[src/rtl/cdc_mem_bridge.sv]
// -----------------------------------------------------------------------------
// cdc_mem_bridge
//
// Debug/boot responder on the USB_CDC byte stream. The host sends framed
// commands; the bridge turns them into single 32-bit word accesses on a simple
// req/ack memory bus and returns response bytes over the same stream.
//
// Command set (multi-byte fields little-endian):
//   'P' 0x50                      -> 0x4B
//   'W' 0x57 + addr[4] + data[4]  -> write, then 0x4B
//   'R' 0x52 + addr[4]            -> read, then 4 data bytes LSB first
//   anything else                 -> 0x3F
//   misaligned address / bus timeout -> 0x45
//
// Ports:
//   clk_i, rst_i          clock, synchronous active-high reset
//   rx_data_i/valid_i     host -> bridge byte stream, rx_ready_o backpressure
//   tx_data_o/valid_o     bridge -> host byte stream, tx_ready_i backpressure
//   mem_req_o/we_o        access request, held until ack or timeout
//   mem_addr_o/wdata_o    word-aligned address and write data (stable while req)
//   mem_rdata_i/ack_i     read data qualified by the one-cycle ack strobe
// -----------------------------------------------------------------------------
module cdc_mem_bridge #(
    parameter int TIMEOUT = 1024,
    parameter int TW      = $clog2(TIMEOUT + 1)
) (
    input  logic        clk_i,
    input  logic        rst_i,
    input  logic [7:0]  rx_data_i,
    input  logic        rx_valid_i,
    output logic        rx_ready_o,
    output logic [7:0]  tx_data_o,
    output logic        tx_valid_o,
    input  logic        tx_ready_i,
    output logic        mem_req_o,
    output logic        mem_we_o,
    output logic [31:0] mem_addr_o,
    output logic [31:0] mem_wdata_o,
    input  logic [31:0] mem_rdata_i,
    input  logic        mem_ack_i
);

    localparam logic [7:0] CMD_PING  = 8'h50;
    localparam logic [7:0] CMD_WRITE = 8'h57;
    localparam logic [7:0] CMD_READ  = 8'h52;
    localparam logic [7:0] RSP_OK    = 8'h4B;
    localparam logic [7:0] RSP_ERR   = 8'h45;
    localparam logic [7:0] RSP_UNK   = 8'h3F;

    typedef enum logic [2:0] {
        S_IDLE,
        S_ADDR,
        S_DATA,
        S_MEM,
        S_RESP
    } state_t;

    state_t        state_q, state_d;
    logic [1:0]    cnt_q, cnt_d;
    logic          we_q, we_d;
    logic [31:0]   addr_q, addr_d;
    logic [31:0]   wdata_q, wdata_d;
    logic [TW-1:0] tmo_q, tmo_d;
    // Response bytes still to send; the byte on the wire is always resp_q[7:0]
    // so tx_data_o cannot move until the host takes it.
    logic [31:0]   resp_q, resp_d;
    // Number of bytes that follow the one currently presented.
    logic [1:0]    resp_left_q, resp_left_d;
    logic          rx_ready_q, rx_ready_d;
    logic          tx_valid_q, tx_valid_d;
    logic          mem_req_q, mem_req_d;

    logic          rx_fire;
    logic          tx_fire;

    assign rx_fire = rx_valid_i & rx_ready_q;
    assign tx_fire = tx_valid_q & tx_ready_i;

    assign rx_ready_o  = rx_ready_q;
    assign tx_valid_o  = tx_valid_q;
    assign tx_data_o   = resp_q[7:0];
    assign mem_req_o   = mem_req_q;
    assign mem_we_o    = we_q;
    assign mem_addr_o  = addr_q;
    assign mem_wdata_o = wdata_q;

    // Next-state and output decode
    always_comb begin
        state_d     = state_q;
        cnt_d       = cnt_q;
        we_d        = we_q;
        addr_d      = addr_q;
        wdata_d     = wdata_q;
        tmo_d       = tmo_q;
        resp_d      = resp_q;
        resp_left_d = resp_left_q;

        case (state_q)
            S_IDLE: begin
                if (rx_fire) begin
                    if (rx_data_i == CMD_PING) begin
                        resp_d      = {24'h0, RSP_OK};
                        resp_left_d = 2'd0;
                        state_d     = S_RESP;
                    end else if ((rx_data_i == CMD_WRITE) || (rx_data_i == CMD_READ)) begin
                        we_d    = (rx_data_i == CMD_WRITE);
                        cnt_d   = 2'd0;
                        state_d = S_ADDR;
                    end else begin
                        resp_d      = {24'h0, RSP_UNK};
                        resp_left_d = 2'd0;
                        state_d     = S_RESP;
                    end
                end
            end

            S_ADDR: begin
                if (rx_fire) begin
                    addr_d[{cnt_q, 3'b000} +: 8] = rx_data_i;
                    cnt_d = cnt_q + 2'd1;
                    if (cnt_q == 2'd3) begin
                        // Alignment is judged on the complete address; a
                        // misaligned write is refused before its data bytes.
                        if (addr_d[1:0] != 2'b00) begin
                            resp_d      = {24'h0, RSP_ERR};
                            resp_left_d = 2'd0;
                            state_d     = S_RESP;
                        end else if (we_q) begin
                            state_d = S_DATA;
                        end else begin
                            tmo_d   = '0;
                            state_d = S_MEM;
                        end
                    end
                end
            end

            S_DATA: begin
                if (rx_fire) begin
                    wdata_d[{cnt_q, 3'b000} +: 8] = rx_data_i;
                    cnt_d = cnt_q + 2'd1;
                    if (cnt_q == 2'd3) begin
                        tmo_d   = '0;
                        state_d = S_MEM;
                    end
                end
            end

            S_MEM: begin
                // Ack is tested first so that an ack landing in the final
                // timeout cycle still completes the access normally.
                if (mem_ack_i) begin
                    if (we_q) begin
                        resp_d      = {24'h0, RSP_OK};
                        resp_left_d = 2'd0;
                    end else begin
                        resp_d      = mem_rdata_i;
                        resp_left_d = 2'd3;
                    end
                    state_d = S_RESP;
                end else if (tmo_q == TW'(TIMEOUT - 1)) begin
                    resp_d      = {24'h0, RSP_ERR};
                    resp_left_d = 2'd0;
                    state_d     = S_RESP;
                end else begin
                    tmo_d = tmo_q + TW'(1);
                end
            end

            S_RESP: begin
                if (tx_fire) begin
                    if (resp_left_q == 2'd0) begin
                        state_d = S_IDLE;
                    end else begin
                        resp_d      = {8'h00, resp_q[31:8]};
                        resp_left_d = resp_left_q - 2'd1;
                    end
                end
            end

            default: begin
                state_d = S_IDLE;
            end
        endcase

        // Handshake outputs are registered copies of the next state, so they
        // change exactly on the edge that moves the FSM.
        rx_ready_d = (state_d == S_IDLE) || (state_d == S_ADDR) || (state_d == S_DATA);
        tx_valid_d = (state_d == S_RESP);
        mem_req_d  = (state_d == S_MEM);
    end

    // State register
    always_ff @(posedge clk_i) begin
        if (rst_i) begin
            state_q     <= S_IDLE;
            cnt_q       <= 2'd0;
            we_q        <= 1'b0;
            addr_q      <= 32'h0;
            wdata_q     <= 32'h0;
            tmo_q       <= '0;
            resp_q      <= 32'h0;
            resp_left_q <= 2'd0;
            rx_ready_q  <= 1'b0;
            tx_valid_q  <= 1'b0;
            mem_req_q   <= 1'b0;
        end else begin
            state_q     <= state_d;
            cnt_q       <= cnt_d;
            we_q        <= we_d;
            addr_q      <= addr_d;
            wdata_q     <= wdata_d;
            tmo_q       <= tmo_d;
            resp_q      <= resp_d;
            resp_left_q <= resp_left_d;
            rx_ready_q  <= rx_ready_d;
            tx_valid_q  <= tx_valid_d;
            mem_req_q   <= mem_req_d;
        end
    end

endmodule
[config.mk]
export PLATFORM = sky130hd
export DESIGN_NAME = cdc_mem_bridge
export DESIGN_NICKNAME = d
export VERILOG_FILES = /design/src/rtl/cdc_mem_bridge.sv
export SDC_FILE = /design/constraint.sdc
export NUM_CORES = 1
export LEC_CHECK = 0
export ABC_AREA = 1
export BUFFER_PORTS_ARGS = -buffer_cell sky130_fd_sc_hd__buf_2
export CAP_MARGIN = 20
export CORE_MARGIN = 1
export CORE_UTILIZATION = 29
export DETAILED_ROUTE_END_ITERATION = 10
export PLACE_DENSITY_LB_ADDON = 0.08
export SYNTH_ARGS = -nofsm -noshare
export SYNTH_HDL_FRONTEND = slang
export SYNTH_SLANG_ARGS = --single-unit
[constraint.sdc]
create_clock -name clk_i -period 1.8 [get_ports clk_i]
set_input_delay 0.18 -clock clk_i [delete_from_list [all_inputs] [get_ports clk_i]]
set_output_delay 0.18 -clock clk_i [all_outputs]
set_load 0.05 [all_outputs]
[Word level (Yosys, flattened, before mapping)]
Index checks and enable logic that the tools add are counted.
Operators by class
  add/subtract/negate cells: 4
  multipliers: 0
  div/mod/pow operators: 0
  $lt $le $gt $ge: 0
  equality and inequality tests: 30
  shifts and indexed selects: 2
  muxes and demuxes: 54
  bitwise operators: 3
  reductions and logical operators: 17
Operators by type and width (count)
  $mux 32: 11
  $pmux 32 s4: 1
  $mux 11: 8
  $bwmux 32: 2
  $mux 3: 12
  $pmux 11 s3: 1
  $shift 8x7->32 const A: 1
  $shiftx 8x7->32: 1
  $mux 2: 15
  $ne 2x2->1 const B: 14
  $eq 8x7->1 const B: 3
  $reduce_and 9->1: 2
  $pmux 3 s5: 1
  $eq 3x2->1 const B: 4
  $add 11x1->11 const B: 1
  $eq 11x10->1 const B: 1
  $pmux 2 s4: 1
  $neg 5->7: 1
  $eq 3x1->1 const B: 2
  $eq 3x3->1 const B: 2
  $logic_not 3->1: 2
  $ne 3x3->1 const B: 2
  $reduce_and 5->1: 1
  $pmux 2 s2: 1
  15 further kinds: 20
Word-level totals
  flip-flop bits (word level): 118
  bits in latches: 0
  bits in writable memories: 0
  ROM bits: 0
  output and inout port bits: 76
  logic and storage cells: 121
  memories kept: 0

[Logic depth before layout (Yosys ltp)]
Gate-level depths: netlist (run 1).
  depth after elaboration: 11
  depth in mapped cells: 14
  mapped depth without buffers: 13

[Least setup slack after synthesis (run 1)]
No wires, ideal clock.
  kind: reg-to-reg
  start point: register cnt_q[0]
  end point: register resp_q[16]
  setup time: 113 ps
  data arrival time: 1807 ps
  required time: 1687 ps
  slack: -120 ps
  cell stages (with the launch flop): 15
  path buffers: 2
  path through: dfxtp_1 > inv_2 > ha_1 > inv_1 > nand2_1 > nor2_1 > nor2_1 > nand3_1 > nand2_2 > nor2_4 > buf_6 > buf_6 > nand2_1 > nand2_1 > nor2_1
On the way
  longest elaborated chain between the ends: 6
  elaborated cells on any way between the ends: 9
  classes of those cells: 1 x add/sub; 3 x eq/ne; 2 x shift; 1 x mux; 2 x reduce/logical
RTL lines
  from (decl): line 59  | logic [1:0] cnt_q, cnt_d;
  from (signal assigned): line 209  | cnt_q <= cnt_d;
  $neg 5->7: line 119  | addr_d[{cnt_q, 3'b000} +: 8] = rx_data_i;
  $shiftx 8x7->32 / $shift 8x7->32 (equally long branches): line 119
  $bwmux 32: line 119
  $reduce_bool 2->1: line 124  | if (addr_d[1:0] != 2'b00) begin
  $ne 2x2->1 (no line)
  $reduce_and 9->1 (no line) *
  to (signal assigned): line 214  | resp_q <= resp_d;
  to (decl): line 66  | logic [31:0] resp_q, resp_d;
Every way passes the cells marked *; elsewhere a longest branch is shown, timed or not.
A chain may end at the register's enable or synchronous reset.

[Worst setup path in the final report (run 1)]
  start point: register cnt_q[1]
  end point: register resp_q[22]
The elaborated chain is that of the path after synthesis.

==> metrics, run 1 <==
type of the most critical hold path in2reg; worst path required time 2110 ps; largest area contributor in the netlist sky130_fd_sc_hd__dfxtp_1; setup TNS 0 ps; startpoint type of the worst setup path flop; cell leakage power 3.47 nW; Final Net Count 1053; H-tree lvl count 4; result of the run finished, final reports clean; Pwr Density 998 nW/µm²; number of port buffers 120; total met3 wirelength after detailed routing 716 µm; worst supply voltage drop on vdd 629 µV; violation count after the first detailed-route iteration 205; final setup violating endpoints 0; CTS tree built; data arrival at the endpoint of the critical path 2100 ps; worst setup path startpoint cnt_q[1]; Most common cell on crit path sky130_fd_sc_hd__nor2_4; Num Clock Sinks 118; Critical Path Sink Type flop; total track usage 17.7%; total global routing overflow 0; Final Routed Wirelength 17500 µm; routed via count divided by cell count 4.53; CTS Hold Buffers Added 0; distinct cell type count of the synthesized netlist 31; routability congestion estimate from global placement 0.783; clk root buf sky130_fd_sc_hd__clkbuf_16; standard-cell row count 50; clock network latency to the later pin of the worst-skew pair 430 ps; area growth from synthesis to layout 38.7%; slowest cell on the critical path sky130_fd_sc_hd__dfxtp_2; initial core utilization 29.7%; most common cell after layout, fill and taps aside sky130_fd_sc_hd__nand2_1; max-cap violation count 0; Max FO, Critical Path 5; post-synthesis sequential area ratio 42.4%; fin area 7720 µm²; vias in the first global route 5375; top cell type's share of synthesized area 42.4%; placeable core region 18800 µm²; initial antenna violation count 1; Synthesized Nets 880; hold path startpoint mem_rdata_i[28]; number of instances in the synthesized netlist 829; horizontal die dimension 141 µm; Peak Freq 0.557 GHz; reg2reg start cnt_q[1]; Worst Hold Path Cells 5; hold slack 76.2 ps; uppermost signal routing layer after detailed routing met4; setup slack on the worst flop-to-flop path 6 ps; Synth warnings 0; Routed WL per cell 14.0 µm; largest net degree at the start of global routing 60; total number of vias 5647; FF-to-FF End resp_q[22]; Post-Synthesis Cell Area 5570 µm²; detailed-placement wirelength estimate 11900 µm; share of layout cells above drive strength 1 29.3%; final hold violation count 0; antenna-violating nets left 0; met1 routed wirelength after detailed routing 8470 µm; cell count of the worst reg-to-reg path 14; biggest area contributors in the synthesized netlist sky130_fd_sc_hd__dfxtp_1 (42%), sky130_fd_sc_hd__nand2_1 (15%), sky130_fd_sc_hd__nor2_1 (12%), sky130_fd_sc_hd__a21oi_1 (6.0%), sky130_fd_sc_hd__nand3_1 (4.8%); detailed route wirelength on metal2 8060 µm; Fin Clk Skew 20.7 ps; Boundary Pins 121; RSZ-0062 raised after global routing true; count of final max-slew check failures 0; total clock buffers created by CTS 17; crit share post-route 99.7%; DRC violations left 0; largest incremental delay on the critical path 330 ps; hold path endpoint resp_q[28]; clock transition at the register clock pins on the worst setup and hold paths after CTS 60 ps; Worst Tran Pin Value 633 ps; Slew headroom 57.8%; clk buf depth 2; global-route wire length before repair 27200 µm; number of storage elements in the synthesis netlist 118; post-layout minimum cycle time 1790 ps; Die Footprint 19700 µm²; mean instance size in the synthesized netlist 6.71 µm²; Die H 141 µm; commonest cells after routing, fill and taps aside sky130_fd_sc_hd__nand2_1 (200), sky130_fd_sc_hd__nor2_1 (169), sky130_fd_sc_hd__buf_2 (120); worst path cell trace inv_2, ha_4, inv_4, nand2_4, nor2_4, nor2_4, nand3_2, nand2_4, nor2_4, buf_6, clkbuf_16, nand2_1, nand2_1, nor2_1; WS Path Type reg2reg; first-pass iteration count of the detailed router 4; Post-DP Area 6690 µm²
-- synth_stat cells (all sizes together) --
| cell type | count |
|---|---|
| clkinv | 4 |
| nand3b | 1 |
| nor2 | 191 |
| inv | 52 |
| a22oi | 17 |
| nor3 | 4 |
| nand4 | 2 |
| ha | 6 |
| dfxtp | 118 |
| o22ai | 1 |
| o21ai | 30 |
| nand2 | 226 |
| a21oi | 67 |
| xor2 | 2 |
| buf | 27 |
| o21a | 1 |
| o31ai | 1 |
| clkbuf | 16 |
| xnor2 | 2 |
| o2bb2ai | 1 |
| o21bai | 1 |
| nand3 | 56 |
| a211oi | 3 |
-- cell type report --
class | count | area, µm²
fillers | 2040 | 11000
repair buffers | 197 | 1390
flip-flops and latches | 118 | 2370
well taps | 234 | 293
clock inverters | 8 | 53.8
inverters | 56 | 213
clock buffers | 21 | 470
diodes | 1 | 2.50
multi-input cells | 612 | 2930
-- what timing repair did --
item	in CTS	in global routing
resized for setup	18	58
pin swaps	9	11
setup buffers	6	5
setup endpoints to repair	42	77
gates cloned	3	6
-- power breakdown --
| group | leakage, nW | internal (mW) | switching (mW) |
|---|---|---|---|
| sequential | 0.959 | 2.82 | 0.116 |
| clock | 0.249 | 1.83 | 1.22 |
| combinational | 2.26 | 0.761 | 0.956 |
| total | 3.47 | 5.41 | 2.29 |
-- critical path, delay by kind of cell, from the launching register on --
family,cells,cell delay [ps]
adder cells (fa/ha/maj),1,240
buffers and inverters,4,420
flip-flops,1,330
AND/OR/NAND/NOR,9,680
-- how the worst max path moves through the flow --
stage	end	cells past startpoint	slack, ps
global placement	resp_q[15]	13	-30
finish	resp_q[22]	14	6
detailed placement	resp_q[15]	13	-80
global route	resp_q[17]	14	-110
floorplan	resp_q[16]	14	6
CTS	resp_q[19]	14	-0.1
-- sequential cells by signal (all words and copies together) (netlist names) --
name	flops
mem_addr_o	32
mem_wdata_o	32
resp_q	32
tmo_q	11
state_q	3
cnt_q	2
resp_left_q	2
mem_req_o	1
mem_we_o	1
rx_ready_o	1
tx_valid_o	1
-- metal layers --
metal / GRT usage [%] / vias up
met1: 22.5 / 2546
met2: 28.8 / 95
li1: - / 2992
met5: 0 / -
met4: 5.55 / 0
met3: 5.13 / 14
-- kinds of logic after synthesis --
| family | synth area share (%) |
|---|---|
| buffers and inverters | 8.39 |
| adder cells (fa/ha/maj) | 1.35 |
| XOR/XNOR | 0.630 |
| AND/OR/NAND/NOR | 35.1 |
| AO/OA/AOI/OAI | 12.1 |
| flip-flops | 42.4 |
-- stage by stage --
step                      cells  utilization (%)  power, mW  setup slack [ps]
after floorplan             829                -       3.95              5.73
after global placement     1198             35.6       4.21             -33.4
after detailed placement   1198             35.6       4.21             -81.0
after CTS                  1236             39.3       7.51           -0.0995
after global routing       1246             41.1       8.10              -111
final                      1247             41.1       7.70              6.19
No activity file was read; power rests on OpenSTA's default activity.
==> run 2, diff against run 1 <==
--- a/config.mk
+++ b/config.mk
@@ -8,6 +8,7 @@
 export ABC_AREA = 1
 export BUFFER_PORTS_ARGS = -buffer_cell sky130_fd_sc_hd__buf_2
 export CAP_MARGIN = 20
+export CORE_ASPECT_RATIO = 1.4
 export CORE_MARGIN = 1
 export CORE_UTILIZATION = 29
 export DETAILED_ROUTE_END_ITERATION = 10
==> run 2 against run 1 <==
Effect of this change: the run now ends with negative setup slack left; die area about the same; sequential share of layout area down 0.28 points; fmax down 3.3%; critical path type unchanged; via count up 0.25%; non-clock buffer count down 6; combinational power down 5%; sequential power about the same.
==> metrics, run 2 (synthesized netlist as in run 1, its figures left out) <==
result of the run finished, violations left; violated checks negative setup slack; number of port buffers 120 (unchanged); Max FO, Critical Path 5 (unchanged); placeable core region 18700 µm² (-0.49%); share of layout cells above drive strength 1 29.8% (+0.48 points); total number of vias 5661 (+0.25%); horizontal die dimension 119 µm (-15%); antenna-violating nets left 0 (unchanged); net switching share of the total power 28.4% (-1.4 points); Pwr Density 1090 nW/µm² (+8.8%); CTS tree built; initial antenna violation count 0 (-1); most common cell after layout, fill and taps aside sky130_fd_sc_hd__nand2_1; Critical Path Sink Type flop; power share of the clock group 45.7% (+6.1 points); FF-to-FF End resp_q[9]; worst supply voltage drop on vdd 531 µV (-16%); commonest cells after routing, fill and taps aside sky130_fd_sc_hd__nand2_1 (216), sky130_fd_sc_hd__nor2_1 (145), sky130_fd_sc_hd__buf_2 (120); total clock buffers created by CTS 17 (unchanged); setup slack on the worst flop-to-flop path -60 ps (-60 ps); final core utilization 41.7% (+0.58 points); Final WS setup -55.4 ps (-61.6 ps); first-pass iteration count of the detailed router 4 (unchanged); count of final max-slew check failures 0 (unchanged); standard-cell row count 59 (+18%); hold slack 82.9 ps (+6.69 ps); Die Footprint 19800 µm² (about the same); largest net degree at the start of global routing 49 (-18%); clk root buf sky130_fd_sc_hd__clkbuf_16; routability congestion estimate from global placement 0.811 (+3.7%); DRC violations left 0 (unchanged); final setup violating endpoints 25 (+25); post-layout minimum cycle time 1860 ps (+61.6 ps); Worst Tran Pin Value 376 ps (-256 ps); relative contribution of sequential cells to total power 35.0% (-3.1 points); RSZ-0062 raised after global routing true; internal cell power 6.06 mW (+12%); Antenna Diode Count 0 (-1); type of the most critical hold path in2reg; data arrival at the endpoint of the critical path 2170 ps (+70 ps); reg2reg start cnt_q[0]; initial core utilization 29.8% (+0.15 points); H-tree lvl count 4 (unchanged); combinational share of power 19.3% (-3.0 points); Final Routed Wirelength 17700 µm (+1.5%); Boundary Pins 121 (unchanged); crit share post-route 103% (+3.4 points); detailed-placement wirelength estimate 12800 µm (+7.2%); Slew headroom 74.8% (+17 points); cell leakage power 3.48 nW (+0.48%); global-route wire length before repair 28500 µm (+4.9%); Die H 166 µm (+18%); Peak Freq 0.539 GHz (-3.3%); final hold violation count 0 (unchanged); routed via count divided by cell count 4.52 (-0.23%); total track usage 18.3% (+0.67 points); power spent charging and discharging nets 2.40 mW (+4.7%); total global routing overflow 0 (unchanged); area growth from synthesis to layout 40.0%; timing endpoint of the critical path resp_q[9]; clock network latency to the later pin of the worst-skew pair 420 ps (about the same); worst path required time 2110 ps (about the same); worst setup path startpoint cnt_q[0]; cell count of the worst reg-to-reg path 14 (unchanged); clk buf depth 2 (unchanged); WS Path Type reg2reg; Final Net Count 1047 (-0.57%); CTS Hold Buffers Added 0 (unchanged); Fin Clk Skew 11.3 ps (-9.40 ps); violation count after the first detailed-route iteration 247 (+20%); startpoint type of the worst setup path flop; Routed WL per cell 14.2 µm (+1.0%); max-cap violation count 0 (unchanged); clock transition at the register clock pins on the worst setup and hold paths after CTS 60 ps (about the same); Num Clock Sinks 118 (unchanged); vias in the first global route 5620 (+4.6%)
==> run 2: layout make-up <==
cell class / count / area (µm²)
Clock buffer: 19 / 453
Clock inverter: 13 / 216
Fill cell: 1972 / 10900
Inverter: 56 / 213
Multi-Input combinational cell: 612 / 2920
Sequential cell: 118 / 2370
Tap cell: 244 / 305
Timing Repair Buffer: 191 / 1310
==> run 2: stage by stage <==
stage | setup WS (ps) | instance area, µm² | setup TNS [ps] | cells | total power [mW]
floorplan | 5.73 | 5580 | 0 | 829 | 3.95
global placement | -39.7 | 6760 | -237 | 1210 | 4.26
detailed placement | -65.2 | 6760 | -519 | 1210 | 4.26
CTS | -4.79 | 7530 | -4.79 | 1246 | 8.31
global route | -139 | 7790 | -3810 | 1253 | 8.87
finish | -55.4 | 7790 | -546 | 1253 | 8.46
==> run 2: power groups by stage <==
| stage | Sequential, mW | Combinational (mW) | Clock [mW] |
|---|---|---|---|
| after detailed placement | 2.99 | 1.27 | 0 |
| after global routing | 2.98 | 1.80 | 4.09 |
| after CTS | 2.93 | 1.42 | 3.96 |
| after floorplan | 2.98 | 0.976 | 0 |
| final | 2.96 | 1.64 | 3.87 |
| after global placement | 2.99 | 1.27 | 0 |
==> run 2: routing by layer <==
| metal | track usage, % | vias to the layer above | wire length [µm] |
|---|---|---|---|
| met2 | 33.3 | 97 | 9410 |
| met4 | 6.66 | 0 | 320 |
| met1 | 20.5 | 2574 | 7290 |
| li1 | - | 2969 | - |
| met5 | 0 | - | 0 |
| met3 | 4.26 | 21 | 713 |
==> run 2: timing repair <==
action                                 4_1_cts  5_1_grt
gates resized for setup                     12       56
setup endpoints to repair                   25       66
setup buffers                                2        5
cloned                                       2        2
pin swaps                                    7       13
endpoints found under the hold margin        0        0
==> run 2: how the worst min path moves through the flow <==
stage,start,endpoint,slack (ps),cells past startpoint
3_3_place_gp,mem_wdata_o[19],mem_wdata_o[19],450,2
4_1_cts,mem_rdata_i[30],resp_q[30],70,5
2_1_floorplan,mem_rdata_i[24],resp_q[24],390,4
3_5_place_dp,mem_addr_o[12],mem_addr_o[12],450,2
6_report,mem_rdata_i[30],resp_q[30],80,5
5_1_grt,mem_rdata_i[27],resp_q[27],90,5
==> run 2: critical path, cell delays in order (launching register included) <==
cell and delay, ps:
sky130_fd_sc_hd__dfxtp_2 340, sky130_fd_sc_hd__inv_2 50, sky130_fd_sc_hd__ha_4 270, sky130_fd_sc_hd__inv_4 40
sky130_fd_sc_hd__nand2_4 70, sky130_fd_sc_hd__nor2_4 60, sky130_fd_sc_hd__nor2_4 130, sky130_fd_sc_hd__nand3_2 90
sky130_fd_sc_hd__nand2_2 90, sky130_fd_sc_hd__nor2_4 50, sky130_fd_sc_hd__buf_12 130, sky130_fd_sc_hd__buf_12 130
sky130_fd_sc_hd__clkbuf_16 160, sky130_fd_sc_hd__nor2_2 80, sky130_fd_sc_hd__nor2_1 50
==> run 3, diff against run 2 <==
--- a/config.mk
+++ b/config.mk
@@ -13,6 +13,7 @@
 export CORE_UTILIZATION = 29
 export DETAILED_ROUTE_END_ITERATION = 10
 export PLACE_DENSITY_LB_ADDON = 0.08
+export REMOVE_ABC_BUFFERS = 1
 export SYNTH_ARGS = -nofsm -noshare
 export SYNTH_HDL_FRONTEND = slang
 export SYNTH_SLANG_ARGS = --single-unit
==> run 3 against run 2 <==
Effect of this change: the run still ends with negative setup slack left; flip-flop and latch count unchanged; utilization increased by 0.16 points; total power decreased by 6.2%; via count decreased by 0.49%; worst hold slack got worse by 3.5 ps; sequential share of layout area decreased by 0.15 points; clock skew decreased by 1.6 ps; first-iteration DRC count increased by 4.0%; routed wire length decreased by 2.9%; critical path depth unchanged; global-route usage decreased by 0.81 points; critical path type unchanged; critical endpoint is now resp_q[4]; largest power group unchanged.
==> metrics, run 3 (synthesized netlist as in run 1, its figures left out) <==
final core utilization 41.9% (+0.16 points); share of layout cells above drive strength 1 29.9% (+0.090 points); total power 7.93 mW (-6.2%); fin area 7820 µm² (+0.39%); startpoint type of the worst setup path flop; Final Routed Wirelength 17200 µm (-2.9%); antenna-violating nets left 0 (unchanged); number of port buffers 120 (unchanged); Final WS setup -33.6 ps (+21.8 ps); violation count after the first detailed-route iteration 257 (+4.0%); clock transition at the register clock pins on the worst setup and hold paths after CTS 60 ps (about the same); Critical Path Sink Type flop; cell leakage power 3.51 nW (+0.83%); crit share post-route 102% (-1.2 points); CTS tree built; hold slack 79.4 ps (-3.52 ps); vias in the first global route 5432 (-3.3%); routed via count divided by cell count 4.47 (-1.1%); first-pass iteration count of the detailed router 4 (unchanged); most common cell after layout, fill and taps aside sky130_fd_sc_hd__nand2_1; count of non-filler cells in the finished layout 1261 (+0.64%); count of final max-slew check failures 0 (unchanged); RSZ-0062 raised after global routing true; placeable core region 18700 µm² (unchanged); H-tree lvl count 4 (unchanged); data arrival at the endpoint of the critical path 2140 ps (-30 ps); clk buf depth 2 (unchanged); result of the run finished, violations left; initial antenna violation count 3 (+3); clock network latency to the later pin of the worst-skew pair 410 ps (about the same); final setup violating endpoints 24 (-4.0%); violated checks negative setup slack; horizontal die dimension 119 µm (unchanged); standard-cell row count 59 (unchanged); Peak Freq 0.545 GHz (+1.2%); final hold violation count 0 (unchanged); worst setup path startpoint cnt_q[0]; clk root buf sky130_fd_sc_hd__clkbuf_16; total track usage 17.5% (-0.81 points); Fin Clk Skew 9.73 ps (-1.61 ps); WS Path Type reg2reg; total number of vias 5633 (-0.49%); worst path required time 2100 ps (about the same); max-cap violation count 0 (unchanged); Boundary Pins 121 (unchanged); area growth from synthesis to layout 40.5%; type of the most critical hold path in2reg; total global routing overflow 0 (unchanged); DRC violations left 0 (unchanged); detailed-placement wirelength estimate 11900 µm (-6.6%); initial core utilization 29.8% (unchanged); post-layout minimum cycle time 1830 ps (-21.8 ps); routability congestion estimate from global placement 0.767 (-5.4%); Slew headroom 54.1% (-21 points); Max FO, Critical Path 8 (+3); Post-DP Area 6740 µm² (-0.30%); Place WS -95.6 ps (-30.4 ps); total clock buffers created by CTS 17 (unchanged); Worst Tran Pin Value 688 ps (+312 ps); Routed WL per cell 13.7 µm (-3.5%); reg2reg start cnt_q[0]; Die H 166 µm (unchanged); count of placed standard cells including taps 1213 (+0.25%); Die Footprint 19800 µm² (unchanged); Pwr Density 1010 nW/µm² (-6.6%); global-route wire length before repair 27600 µm (-3.2%); hold path startpoint mem_rdata_i[29]; worst supply voltage drop on vdd 595 µV (+12%); setup TNS -320 ps (+226 ps); commonest cells after routing, fill and taps aside sky130_fd_sc_hd__nand2_1 (199), sky130_fd_sc_hd__nor2_1 (163), sky130_fd_sc_hd__buf_2 (120); fillers 2024 (+2.6%); Num Clock Sinks 118 (unchanged); largest net degree at the start of global routing 60 (+22%); Final Net Count 1055 (+0.76%)
run 3: worst max-delay path, cell delays in order, from the launching register on:
cell	delay, ps
sky130_fd_sc_hd__dfxtp_2	340
sky130_fd_sc_hd__inv_2	50
sky130_fd_sc_hd__ha_4	240
sky130_fd_sc_hd__inv_4	60
sky130_fd_sc_hd__nand2_4	60
sky130_fd_sc_hd__nor2_4	120
sky130_fd_sc_hd__nor2_4	60
sky130_fd_sc_hd__nand3_2	80
sky130_fd_sc_hd__nand2_2	70
sky130_fd_sc_hd__nor2_4	170
sky130_fd_sc_hd__buf_12	170
sky130_fd_sc_hd__clkbuf_16	170
sky130_fd_sc_hd__nand2_2	40
sky130_fd_sc_hd__nand2_1	60
sky130_fd_sc_hd__nor2_1	40
run 3: per-layer routing:
metal | wire [µm] | up-vias | track usage (%)
met3 | 704 | 11 | 4.40
met5 | 23 | - | 0
met2 | 8740 | 90 | 30.3
met1 | 7620 | 2544 | 21.4
met4 | 132 | 4 | 4.62
li1 | - | 2984 | -
run 3: cell type report:
class / count / area, µm² / share of cell area [%]
antenna: 1 / 2.50 / 0.0320
timing repair buffer: 198 / 1400 / 17.9
multi-input combinational: 613 / 2970 / 37.9
inverter: 56 / 213 / 2.72
tap: 244 / 305 / 3.90
clock buffer: 23 / 468 / 5.98
clock inverter: 8 / 100 / 1.28
sequential: 118 / 2370 / 30.3
run 3: where the power goes:
group | switching [mW] | internal, mW
clock | 1.19 | 2.10
sequential | 0.116 | 2.82
combinational | 0.961 | 0.753
total | 2.26 | 5.67
run 3: final timing paths:
kind,cells after the start,to,slack [ps]
max,14,resp_q[4],-30
max reg2reg,14,resp_q[4],-30
min reg2reg,2,mem_wdata_o[12],460
min,5,resp_q[29],80
run 3: what timing repair did:
action	4_1_cts	5_1_grt
cloned	3	4
endpoints found under the hold margin	0	0
pin swaps	7	13
endpoints found under the setup margin	34	63
setup buffers	7	3
gates resized for setup	28	52
hold buffers	0	0
